$ cat config.mk
export PLATFORM = sky130hd
export DESIGN_NAME = uart_tx_arbiter
export DESIGN_NICKNAME = d
export VERILOG_FILES = /design/src/rtl/uart_tx_arbiter.sv
export SDC_FILE = /design/constraint.sdc
export NUM_CORES = 1
export LEC_CHECK = 0
export ABC_AREA = 1
export CAP_MARGIN = 15
export CORE_AREA = 2 2 77 79
export CTS_CLUSTER_DIAMETER = 40
export DETAILED_ROUTE_END_ITERATION = 10
export DIE_AREA = 0 0 79 81
export PLACE_DENSITY = 0.68
export SLEW_MARGIN = 20
export SYNTH_ARGS = -nofsm -noshare
export SYNTH_HDL_FRONTEND = slang
export SYNTH_SLANG_ARGS = --single-unit
$ cat constraint.sdc
create_clock -name i_clk -period 3.4 [get_ports i_clk]
set_input_delay 0.34 -clock i_clk [delete_from_list [all_inputs] [get_ports i_clk]]
set_output_delay 0.34 -clock i_clk [all_outputs]
set_load 0.01 [all_outputs]
$ cat src/rtl/uart_tx_arbiter.sv
// Round-robin arbiter that shares one 8N1 uartTX between NUM_REQ byte producers, holding the grant for a whole frame.
// Optional macro UART_ARB_HEADER_EN: each frame starts with a header byte {1, zero pad, owner index}.
module uart_tx_arbiter #(
  parameter int unsigned NUM_REQ     = 4,
  parameter int unsigned DATA_LEN    = 8,
  parameter int unsigned GAP_TIMEOUT = 1024
) (
  input  logic                        i_clk,
  input  logic                        i_reset_n,
  input  logic [NUM_REQ-1:0]          i_req,
  input  logic [NUM_REQ*DATA_LEN-1:0] i_req_data,
  input  logic [NUM_REQ-1:0]          i_req_last,
  output logic [NUM_REQ-1:0]          o_req_ack,
  output logic [NUM_REQ-1:0]          o_grant,
  output logic                        o_tx_start,
  output logic [DATA_LEN-1:0]         o_tx_data,
  input  logic                        i_tx_done,
  output logic                        o_busy,
  output logic                        o_abort
);

  localparam int unsigned IDX_W = $clog2(NUM_REQ);
  localparam int unsigned GAP_W = $clog2(GAP_TIMEOUT);

  typedef enum logic [2:0] {
    IDLE,
`ifdef UART_ARB_HEADER_EN
    HDR,
`endif
    LOAD,
    START,
    WAIT,
    REL
  } stateType;

  stateType             state, stateNxt;
  logic [IDX_W-1:0]     lastGrant, lastGrantNxt;
  logic [IDX_W-1:0]     grantIdx, grantIdxNxt;
  logic [GAP_W-1:0]     gapCnt, gapCntNxt;
  logic                 lastQ, lastQNxt;
  logic [NUM_REQ-1:0]   ackNxt, grantNxt;
  logic                 startNxt, busyNxt, abortNxt;
  logic [DATA_LEN-1:0]  dataNxt;
  logic [IDX_W-1:0]     pickIdx;
  logic                 pickValid;

  function automatic logic [IDX_W-1:0] wrapIdx(input logic [IDX_W-1:0] base, input int unsigned off);
    return IDX_W'((32'(base) + off) % NUM_REQ);
  endfunction

`ifdef UART_ARB_HEADER_EN
  function automatic logic [DATA_LEN-1:0] hdrByte(input logic [IDX_W-1:0] idx);
    logic [DATA_LEN-1:0] b;
    b = '0;
    b[DATA_LEN-1] = 1'b1;
    b[IDX_W-1:0]  = idx;
    return b;
  endfunction
`endif

  // Round-robin pick: scan from lastGrant+1 upward; lastGrant itself is checked last.
  always_comb begin
    pickIdx   = '0;
    pickValid = 1'b0;
    for (int unsigned k = NUM_REQ; k >= 1; k--) begin
      if (i_req[wrapIdx(lastGrant, k)]) begin
        pickIdx   = wrapIdx(lastGrant, k);
        pickValid = 1'b1;
      end
    end
  end

  always_comb begin
    stateNxt     = state;
    lastGrantNxt = lastGrant;
    grantIdxNxt  = grantIdx;
    gapCntNxt    = gapCnt;
    lastQNxt     = lastQ;
    ackNxt       = '0;
    grantNxt     = o_grant;
    startNxt     = 1'b0;
    dataNxt      = o_tx_data;
    busyNxt      = o_busy;
    abortNxt     = 1'b0;
    case (state)
      IDLE: begin
        gapCntNxt = '0;
        if (pickValid) begin
          grantIdxNxt = pickIdx;
          grantNxt    = NUM_REQ'(1) << pickIdx;
          busyNxt     = 1'b1;
          lastQNxt    = 1'b0;
`ifdef UART_ARB_HEADER_EN
          stateNxt    = HDR;
`else
          stateNxt    = LOAD;
`endif
        end
      end
`ifdef UART_ARB_HEADER_EN
      HDR: begin
        dataNxt  = hdrByte(grantIdx);
        startNxt = 1'b1;
        stateNxt = START;
      end
`endif
      LOAD: begin
        if (i_req[grantIdx]) begin
          dataNxt  = i_req_data[32'(grantIdx)*DATA_LEN +: DATA_LEN];
          lastQNxt = i_req_last[grantIdx];
          ackNxt   = NUM_REQ'(1) << grantIdx;
          startNxt = 1'b1;
          stateNxt = START;
        end else if (gapCnt == GAP_W'(GAP_TIMEOUT - 1)) begin
          abortNxt = 1'b1;
          stateNxt = REL;
        end else begin
          gapCntNxt = gapCnt + GAP_W'(1);
        end
      end
      // o_tx_start is visible during this state
      START: begin
        gapCntNxt = '0;
        stateNxt  = WAIT;
      end
      WAIT: begin
        if (i_tx_done) stateNxt = lastQ ? REL : LOAD;
      end
      REL: begin
        lastGrantNxt = grantIdx;
        grantNxt     = '0;
        busyNxt      = 1'b0;
        gapCntNxt    = '0;
        stateNxt     = IDLE;
      end
      default: stateNxt = IDLE;
    endcase
  end

  always_ff @(posedge i_clk or negedge i_reset_n) begin
    if (!i_reset_n) begin
      state      <= IDLE;
      lastGrant  <= IDX_W'(NUM_REQ - 1);
      grantIdx   <= '0;
      gapCnt     <= '0;
      lastQ      <= 1'b0;
      o_req_ack  <= '0;
      o_grant    <= '0;
      o_tx_start <= 1'b0;
      o_tx_data  <= '0;
      o_busy     <= 1'b0;
      o_abort    <= 1'b0;
    end else begin
      state      <= stateNxt;
      lastGrant  <= lastGrantNxt;
      grantIdx   <= grantIdxNxt;
      gapCnt     <= gapCntNxt;
      lastQ      <= lastQNxt;
      o_req_ack  <= ackNxt;
      o_grant    <= grantNxt;
      o_tx_start <= startNxt;
      o_tx_data  <= dataNxt;
      o_busy     <= busyNxt;
      o_abort    <= abortNxt;
    end
  end

endmodule

After elaboration in Yosys (flattened, before gate mapping) --
Cells that the tools add are included.
Word-level totals: flip-flop bits (word level) 37, input bits 43, output and inout bits 19, logic and storage cells 89
Operators by class: add/subtract/negate cells 5, magnitude comparators 5, equal/unequal tests 11, shifts and indexed selects 3, multiplexer cells 43, reductions and logical operators 11
Operator list (number):
- variable part select 32 x 6 -> 8 bit | 1
- two-way mux 10 bit | 2
- one-hot mux 10 bit (2 select lines) | 1
- two-way mux 1 bit | 18
- less-than comparator 2 x 3 -> 1 bit (second input constant) | 5
- two-way mux 3 bit | 5
- binary-select mux 1 bit (select 2 bit) | 6
- two-way mux 4 bit | 3
- one-hot mux 3 bit (4 select lines) | 1
- adder 10 x 1 -> 10 bit (second input constant) | 1
- equality test 10 bit (second input constant) | 1
- != test 2 bit (second input constant) | 5
- AND reduction 3 bit | 3
- two-way mux 2 bit | 4
- one-hot mux 4 bit (2 select lines) | 1
- left shift 1 x 2 -> 4 bit (first input constant) | 2
- equality test 3 x 2 -> 1 bit (second input constant) | 2
- AND reduction 2 bit | 3
- nonzero test 2 bit | 3
- adder 2 x 1 -> 2 bit (second input constant) | 2
- adder 2 bit (second input constant) | 2
- one-hot mux 1 bit (2 select lines) | 2
- equality test 3 x 1 -> 1 bit (second input constant) | 1
- equality test 3 bit (second input constant) | 1
- 3 further kinds | 3

Logic depth before layout (Yosys ltp) --
Gate-level depths: netlist (run 1).
depth after elaboration 10, depth in mapped cells 12, depth with buffers taken out 11

Least setup slack after synthesis (run 1) --
Ideal clock, no wire load.
path kind flip-flop to flip-flop, from register lastGrant[0], to register o_grant[2], setup time 78 ps, data arrival time 1499 ps, data required time 3322 ps, slack 1823 ps, cell stages (with the launch flop) 11, buffers on the path 1, clock period less this slack 1577 ps, cells stage by stage dfstp_2 > buf_2 > inv_2 > nand2_1 > nand2_1 > and2_1 > nand2_1 > nand2_1 > inv_1 > nand3_1 > o21bai_1
On the way: word-level cells in the longest chain between the ends 10, elaborated cells on any way between the ends 25, those cells by class add/sub (4); eq/ne (1); shift (1); mux (18); reduce/logical (1)
Ends and longest elaborated chain:
- start: declaration | RTL line 37 | logic [IDX_W-1:0] lastGrant, lastGrantNxt;
- start signal: assignment | RTL line 143 | lastGrant <= IDX_W'(NUM_REQ - 1);
- start signal: assignment | RTL line 155 | lastGrant <= lastGrantNxt;
- adder 2 x 1 -> 2 bit | RTL line 48 | return IDX_W'((32'(base) + off) % NUM_REQ);
- binary-select mux 1 bit (select 2 bit) | RTL line 66 | if (i_req[wrapIdx(lastGrant, k)]) begin
- two-way mux 1 bit (implied by the code) | RTL line 66
- two-way mux 2 bit (4 in series) | RTL line 66
- left shift 1 x 2 -> 4 bit | RTL line 90 | grantNxt = NUM_REQ'(1) << pickIdx;
- two-way mux 4 bit | RTL line 88 | if (pickValid) begin
- one-hot mux 4 bit (2 select lines) | RTL line 85 | case (state)
- end signal: assignment | RTL line 160 | o_grant <= grantNxt;
- end: declaration | RTL line 14 | output logic [NUM_REQ-1:0] o_grant,
Several ways; a longest one is shown, not always the timed one. The select of a mux whose other input is x is not followed. A chain may end at the register's enable or synchronous reset.

Worst setup path after layout (run 1) --
from register grantIdx[0], to register gapCnt[9]
On the way: word-level cells in the longest chain between the ends 4
Ends and longest elaborated chain:
- start: declaration | RTL line 38 | logic [IDX_W-1:0] grantIdx, grantIdxNxt;
- start signal: assignment | RTL line 156 | grantIdx <= grantIdxNxt;
- binary-select mux 1 bit (select 2 bit) | RTL line 108 | if (i_req[grantIdx]) begin
- two-way mux 1 bit (implied by the code) | RTL line 108
- != test 2 bit (no source line)
- AND reduction 3 bit (no source line)
- end signal: assignment | RTL line 157 | gapCnt <= gapCntNxt;
- end: declaration | RTL line 39 | logic [GAP_W-1:0] gapCnt, gapCntNxt;
No other way between the ends. The select of a mux whose other input is x is not followed.

==> results.md, run 1 <==
- Setup TNS: 0 ns
- Clk Latency, worst-skew pair: 0.29 ns
- Pwr/cell area: around 740 mW/mm^2
- GRT met2 Usage: 0.299
- GRT met3 Usage: 0.0367
- Row cnt: 28
- Design area: 0.00292 sq mm
- Drt total wl: approximately 5.3 mm
- Placer Congestion: 0.841
- Die footprint: 0.00640 sq mm
- Total of max-cap violations: 0
- Inst Count DP: ~440
- P_leak: about 1.4 nW
- Number of global-route vias before repair: approximately 2100
- I/O Pins: 62
- Sequential share of the synthesized area: 0.425
- M1 GR Usage: 0.241
- Layout net count: 411
- Largest net degree at the start of global routing: 38
- Number of flops mapped to enable cells by yosys: 0
- CP Class: reg -> reg
- Port bufs: 61
- Detail Route Antenna Nets: 0
- Seq cells post-synth: 37
- CTS resizes: 0
- Detailed Place HPWL: 4.00 mm
- Fin crit share: 0.693
- Crit path capture type: register
- Chip Width: 79 microns
- Chip Height: 81 microns
- Total GRT Usage: 0.182
- Worst Tran Pin Value: 0.825 ns
- Tmin final: around 2.4 ns
- HP Class: in -> async
- Number of CTS-inserted buffers: 5
- Fin. max-slew vios: 0
- Layout Cells excl Fill: 443
- Mean post-synth cell area: 7.14 sq um
- Final setup fails: 0
- Critical-path maximum fanout: 23
- Fillers: 558
- Fmax: 425 MHz
- Starting Density: 0.385
- Syn Nets: 350
- Max VDD drop: 350 uV
- Share of layout cells above drive strength 1: 0.0652
- Via count: ~2100
- Post-synth cell types: 37
- Status: finished, final reports clean
- Initial DRC Count: 98
- RSZ-0062 raised after global routing: no
- Busiest grt layer: met2
- Clk_skew: 0.00535 ns
- Ys flop type: dfrtp_1
- Slew HR: 0.450
- Clock transition at the registers of the reported paths: roughly 0.070 ns
- Worst Setup SP: grantIdx[0]
- First-pass GRT wire length: 9.22 mm
- CTS tree: built
- Setup Fix Bufs, Post-CTS: 0
- N_diodes: 0
- Post-Place Cell Area: 0.00284 sq mm
- First-pass DRT Iterations: 4
- Final Hold Fails: 0
- Crit path arrival time: between 2 and 3 ns
- Async set or reset register ratio after synthesis: 1.00
- Crit path required time: 3.63 ns
- CP Launch Type: register
- Root buf cell: clkbuf_8
- CTS max path bufs: 2
- H-tree levels: 2
- Mapped Area: approximately 0.0022 sq mm
- Initial antenna violation count: 0
- CTS Sinks: 37
- Area growth syn-to-layout: 33.8%
- DR vias/cell: 4.82
- Cells after Synth: between 300 and 400
- R2R Path Start: grantIdx[0]
- Total gr overflow: 0
- Ys Warns: 0
- Drt drc: 0
- Core area: 0.00568 sq mm
- Hold_buf cts: 0
- WL per Instance: 12.0 microns
## synthesized netlist by cell type (2+ instances only)
cell type  count  area share
o21ai_0        4      0.0092
buf_2          3      0.0069
nand2_1      111        0.19
nand3_1       36       0.082
inv_2          6       0.010
dfstp_2        2       0.024
inv_1         29       0.050
nand3b_1       2      0.0069
o21ai_1        9       0.021
nor3_1         4      0.0092
o21bai_1       2      0.0069
xor2_1         6       0.024
nand4_1        6       0.017
o21ai_2        2      0.0080
nor2_1        24       0.041
dfrtp_1       35        0.40
a21oi_1        5       0.011
## state kept, by name (all words and copies together) (netlist names)
name and flops:
o_req_ack 4, o_abort 1, gapCnt 10, state 3
lastQ 1, grantIdx 2, o_busy 1, o_tx_start 1
o_grant 4, lastGrant 2, o_tx_data 8
## placed cells by master, fill, tap and decap left out, types with 2 or more instances in the layout
master / Yosys / layout
nand3b_1: 2 / 2
clkdlybuf4s50_1: 0 / 60
dfrtp_1: 35 / 35
o21ai_1: 9 / 9
nand4_1: 6 / 6
nand3_1: 36 / 36
clkbuf_1: 1 / 3
o21bai_1: 2 / 2
o21ai_0: 4 / 4
clkbuf_8: 0 / 5
nor3_1: 4 / 4
xor2_1: 6 / 6
inv_2: 6 / 6
o21ai_2: 2 / 2
a21oi_1: 5 / 5
dfstp_2: 2 / 2
nor2_1: 24 / 24
nand2_1: 111 / 111
inv_1: 29 / 29
## per-layer routing
metal	wire, microns	vias up
met1	2530	960
met5	0	-
met4	68	0
li1	-	1101
met3	281	5
met2	2430	70
## through the flow
step	utilization	total power, W	hold slack (ns)	setup WS (ns)
global placement	0.501	0.00187	0.474	1.15
floorplan	-	0.00153	0.0444	1.82
global route	0.515	0.00238	0.225	0.740
finish	0.515	0.00217	0.150	1.05
CTS	0.515	0.00219	0.186	1.03
detailed placement	0.501	0.00189	0.470	1.06
## cells by family (layout without fill, tap and decap cells)
| kind of cell | Yosys count | after routing | share of synthesized area |
|---|---|---|---|
| and+or+nand+nor | 191 | 191 | 0.380 |
| buffers and inverters | 42 | 104 | 0.0790 |
| DFF | 37 | 37 | 0.425 |
| AOI/OAI and AO/OA | 28 | 28 | 0.0825 |
| xor gates and xnor gates | 7 | 7 | 0.0281 |
| adders and majority gates | 1 | 1 | 0.00573 |
## critical path, cell delays in order, from the launching register on
cell	delay, ns
dfrtp_1	0.82
nor2_2	0.24
inv_2	0.13
o22ai_2	0.08
o21ai_4	0.45
nand3_4	0.27
inv_2	0.17
nand2_1	0.07
nand2_1	0.06
## power by group
part	internal, W	total (W)	switching, W
Clock	0.000146	0.000297	0.000151
Combinational	0.000457	0.00115	0.000688
Sequential	0.000580	0.000732	0.000151
Total	0.00118	0.00217	0.000991
## area by class of cell
type                    instances  area, sq um  area share
clock buffers                   8         80.1      0.0274
well taps                      75         93.8      0.0321
inverters                      35          131      0.0449
repair buffers                 61          606       0.207
flip-flops and latches         37          928       0.318
multi-input cells             227         1080       0.371
## worst paths after layout
check                      slack (ns)  cells past startpoint           end
max                              1.05                      8     gapCnt[9]
min                              0.15                      1      state[0]
max reg2reg                      1.05                      8     gapCnt[9]
min reg2reg                      0.48                      2    o_grant[1]
max in group asynchronous        2.73                      1  o_tx_data[1]
min in group i_clk               0.48                      2    o_grant[1]
(Power assumes the default switching activity.)
==> run 2: changes to the inputs <==
--- a/config.mk
+++ b/config.mk
@@ -11,7 +11,7 @@
 export CTS_CLUSTER_DIAMETER = 40
 export DETAILED_ROUTE_END_ITERATION = 10
 export DIE_AREA = 0 0 79 81
-export PLACE_DENSITY = 0.68
+export PLACE_DENSITY = 0.71
 export SLEW_MARGIN = 20
 export SYNTH_ARGS = -nofsm -noshare
 export SYNTH_HDL_FRONTEND = slang
==> constraint.sdc (replaced) <==
create_clock -name i_clk -period 1.9 [get_ports i_clk]
set_input_delay 0.19 -clock i_clk [delete_from_list [all_inputs] [get_ports i_clk]]
set_output_delay 0.19 -clock i_clk [all_outputs]
set_load 0.01 [all_outputs]
==> run 2 against run 1 <==
  * The run now ends with hold timing left
  * Clock skew up 0.0037 ns
  * Flip-flop and latch count unchanged
  * Cell count rose by 1.6%
  * Register-to-register slack worse by 0.89 ns
  * Via count down 1.1%
  * Maximum frequency increased by 35%
  * Routed wire length rose by 3.0%
  * Global-route usage is 0.29 points higher
  * Critical endpoint is now o_grant[2]
==> results.md, run 2 (same netlist as run 1, synthesis figures left out) <==
- Status: finished, violations left
- Failing checks: hold timing
- RSZ-0062 raised after global routing: no
- I/O Pins: 62 (unchanged)
- Core area: 0.00568 sq mm (unchanged)
- Initial DRC Count: 87 (-11%)
- Design area: 0.00299 sq mm (+2.1%)
- HP Class: in -> async
- GRT met3 Usage: 0.0589 (+0.0222)
- Inst Count DP: 442 (+1.6%)
- Port bufs: 61 (unchanged)
- Clk Latency, worst-skew pair: 0.29 ns (about the same)
- DR vias/cell: 4.69 (-2.7%)
- Chip Width: 79 microns (unchanged)
- Share of layout cells above drive strength 1: 0.0880 (+0.0228)
- Drt total wl: 5.47 mm (+3.0%)
- Max VDD drop: 688 uV (+97%)
- WL per Instance: 12.2 microns (+1.4%)
- Detailed Place HPWL: 4.22 mm (+5.4%)
- Total GRT Usage: 0.185 (+0.00291)
- Layout Cells excl Fill: 450 (+1.6%)
- H-tree levels: 2 (unchanged)
- Setup TNS: 0 ns (unchanged)
- Row cnt: 28 (unchanged)
- Slew HR: 0.446 (-0.00351)
- Root buf cell: clkbuf_8
- Sequential share of power: 0.305 (-0.032)
- Tmin final: 1.74 ns (-0.614 ns)
- Hold_buf cts: 0 (unchanged)
- Chip Height: 81 microns (unchanged)
- Commonest cells after routing, fill and taps aside: nand2_1, clkdlybuf4s50_1, nand3_1
- Total gr overflow: 0 (unchanged)
- Drt drc: 0 (unchanged)
- Clk_skew: 0.00902 ns (+0.00368 ns)
- Initial antenna violation count: 0 (unchanged)
- Largest net degree at the start of global routing: 38 (unchanged)
- Crit path required time: 2.11 ns (-1.52 ns)
- Crit path arrival time: 1.95 ns (-0.63 ns)
- P_leak: 1.42 nW (+2.8%)
- Logic pwr share: 0.555 (+0.028)
- Crit path capture type: register
- CP Class: reg -> reg
- Post-Place Cell Area: 0.00290 sq mm (+1.8%)
- Fmax: 575 MHz (+35%)
- GRT met2 Usage: 0.327 (+0.0280)
- First-pass GRT wire length: 9.27 mm (+0.52%)
- CTS Sinks: 37 (unchanged)
- Switch Pwr: 0.00183 W (+85%)
- WHS: -0.00794 ns (-0.158 ns)
- Fin crit share: 0.916 (+0.223)
- Clock transition at the registers of the reported paths: 0.08 ns (about the same)
- Worst Tran Pin Value: 0.830 ns (+0.00526 ns)
- Total of max-cap violations: 0 (unchanged)
- Fin. max-slew vios: 0 (unchanged)
- Largest Register: gapCnt
- Via count: 2112 (-1.1%)
- Internal: 0.00225 W (+90%)
- Area growth syn-to-layout: 36.7%
- Busiest grt layer: met2
- Placer Congestion: 0.865 (+3.0%)
- Fillers: 576 (+3.2%)
- Switching share of power: 0.449 (-0.00712)
- Share of power burned in the clock network: 0.140 (+0.004)
- M1 GR Usage: 0.218 (-0.0224)
- Number of global-route vias before repair: 2089 (-0.14%)
- Registers with the most flip-flops: gapCnt: 10 flops, o_tx_data: 8 flops
- N_diodes: 0 (unchanged)
- Critical-path maximum fanout: 8 (-65%)
- Final setup fails: 0 (unchanged)
- Number of CTS-inserted buffers: 5 (unchanged)
- Most common cell after layout, fill and taps aside: nand2_1
- Pwr/cell area: 1370 mW/mm^2 (+84%)
- Starting Density: 0.385 (unchanged)
- Detail Route Antenna Nets: 0 (unchanged)
- Die footprint: 0.00640 sq mm (unchanged)
- First-pass DRT Iterations: 4 (unchanged)
- Largest register FFs: 10 (unchanged)
- CTS max path bufs: 2 (unchanged)
- Final Hold Fails: 7 (+7)
- CTS tree: built
- Layout net count: 418 (+1.7%)
- CP Launch Type: register
## run 2: cell count changes in the layout (fill, tap and decap cells not counted), sizes merged
cell / change
buf: +7
## run 2: power groups by stage
| stage | Sequential (W) | Combinational [W] | Clock, W |
|---|---|---|---|
| 4_1_cts | 0.00125 | 0.00229 | 0.000585 |
| 2_1_floorplan | 0.00126 | 0.00148 | 0 |
| 3_3_place_gp | 0.00125 | 0.00223 | 0 |
| 5_1_grt | 0.00129 | 0.00259 | 0.000622 |
| 3_5_place_dp | 0.00126 | 0.00228 | 0 |
| 6_report | 0.00125 | 0.00227 | 0.000571 |
## run 2: final timing paths
kind | from | to | slack [ns] | cells after the start
setup reg to reg | lastGrant[0] | o_grant[2] | 0.16 | 9
hold / removal | i_reset_n | o_req_ack[0] | -0.008 | 1
max in group asynchronous | i_reset_n | o_tx_data[7] | 1.37 | 1
setup / recovery | lastGrant[0] | o_grant[2] | 0.16 | 9
hold reg to reg | o_tx_data[1] | o_tx_data[1] | 0.48 | 2
min in group i_clk | o_tx_data[1] | o_tx_data[1] | 0.48 | 2
## run 2: routing by layer
metal / up-vias / routed length (microns)
met5: - / 0
met4: 0 / 58
met3: 6 / 346
met2: 53 / 2650
met1: 945 / 2420
li1: 1108 / -
## run 2: what timing repair did
action,in CTS,in global routing
resized for setup,0,1
setup buffers,0,0
setup endpoints to repair,0,2
## run 2: per-stage QoR
step           total power, W   util  setup WS (ns)  hold WS, ns
4_1_cts               0.00412  0.526          0.131       0.0301
5_1_grt               0.00449  0.526        0.00250       0.0684
3_5_place_dp          0.00354  0.510          0.106        0.350
6_report              0.00408  0.526          0.160     -0.00794
3_3_place_gp          0.00348  0.510          0.169        0.340
2_1_floorplan         0.00274      -          0.323       -0.106
## run 2: layout make-up
cell class	count	area, sq um	share of cell area
multi-input combinational	227	1080	0.363
sequential	37	928	0.311
clock buffer	8	90.1	0.0302
timing repair buffer	68	658	0.220
tap	75	93.8	0.0314
inverter	35	131	0.0440
## run 2: critical path, stage by stage (launching register included)
cell and delay [ns]:
dfstp_2 0.62, inv_2 0.10, nand2_1 0.09, nand2_1 0.06, and2_1 0.16, nand2_1 0.07, nand2_1 0.15, inv_2 0.12
nand3_1 0.12, o21bai_1 0.18
==> run 3: changes to the inputs <==
--- a/config.mk
+++ b/config.mk
@@ -6,6 +6,7 @@
 export NUM_CORES = 1
 export LEC_CHECK = 0
 export ABC_AREA = 1
+export ABC_CLOCK_PERIOD_IN_PS = 1900
 export CAP_MARGIN = 15
 export CORE_AREA = 2 2 77 79
 export CTS_CLUSTER_DIAMETER = 40
==> results of run 3 <==
Same layout as run 2: the final DEF is identical, and so are final timing and power.
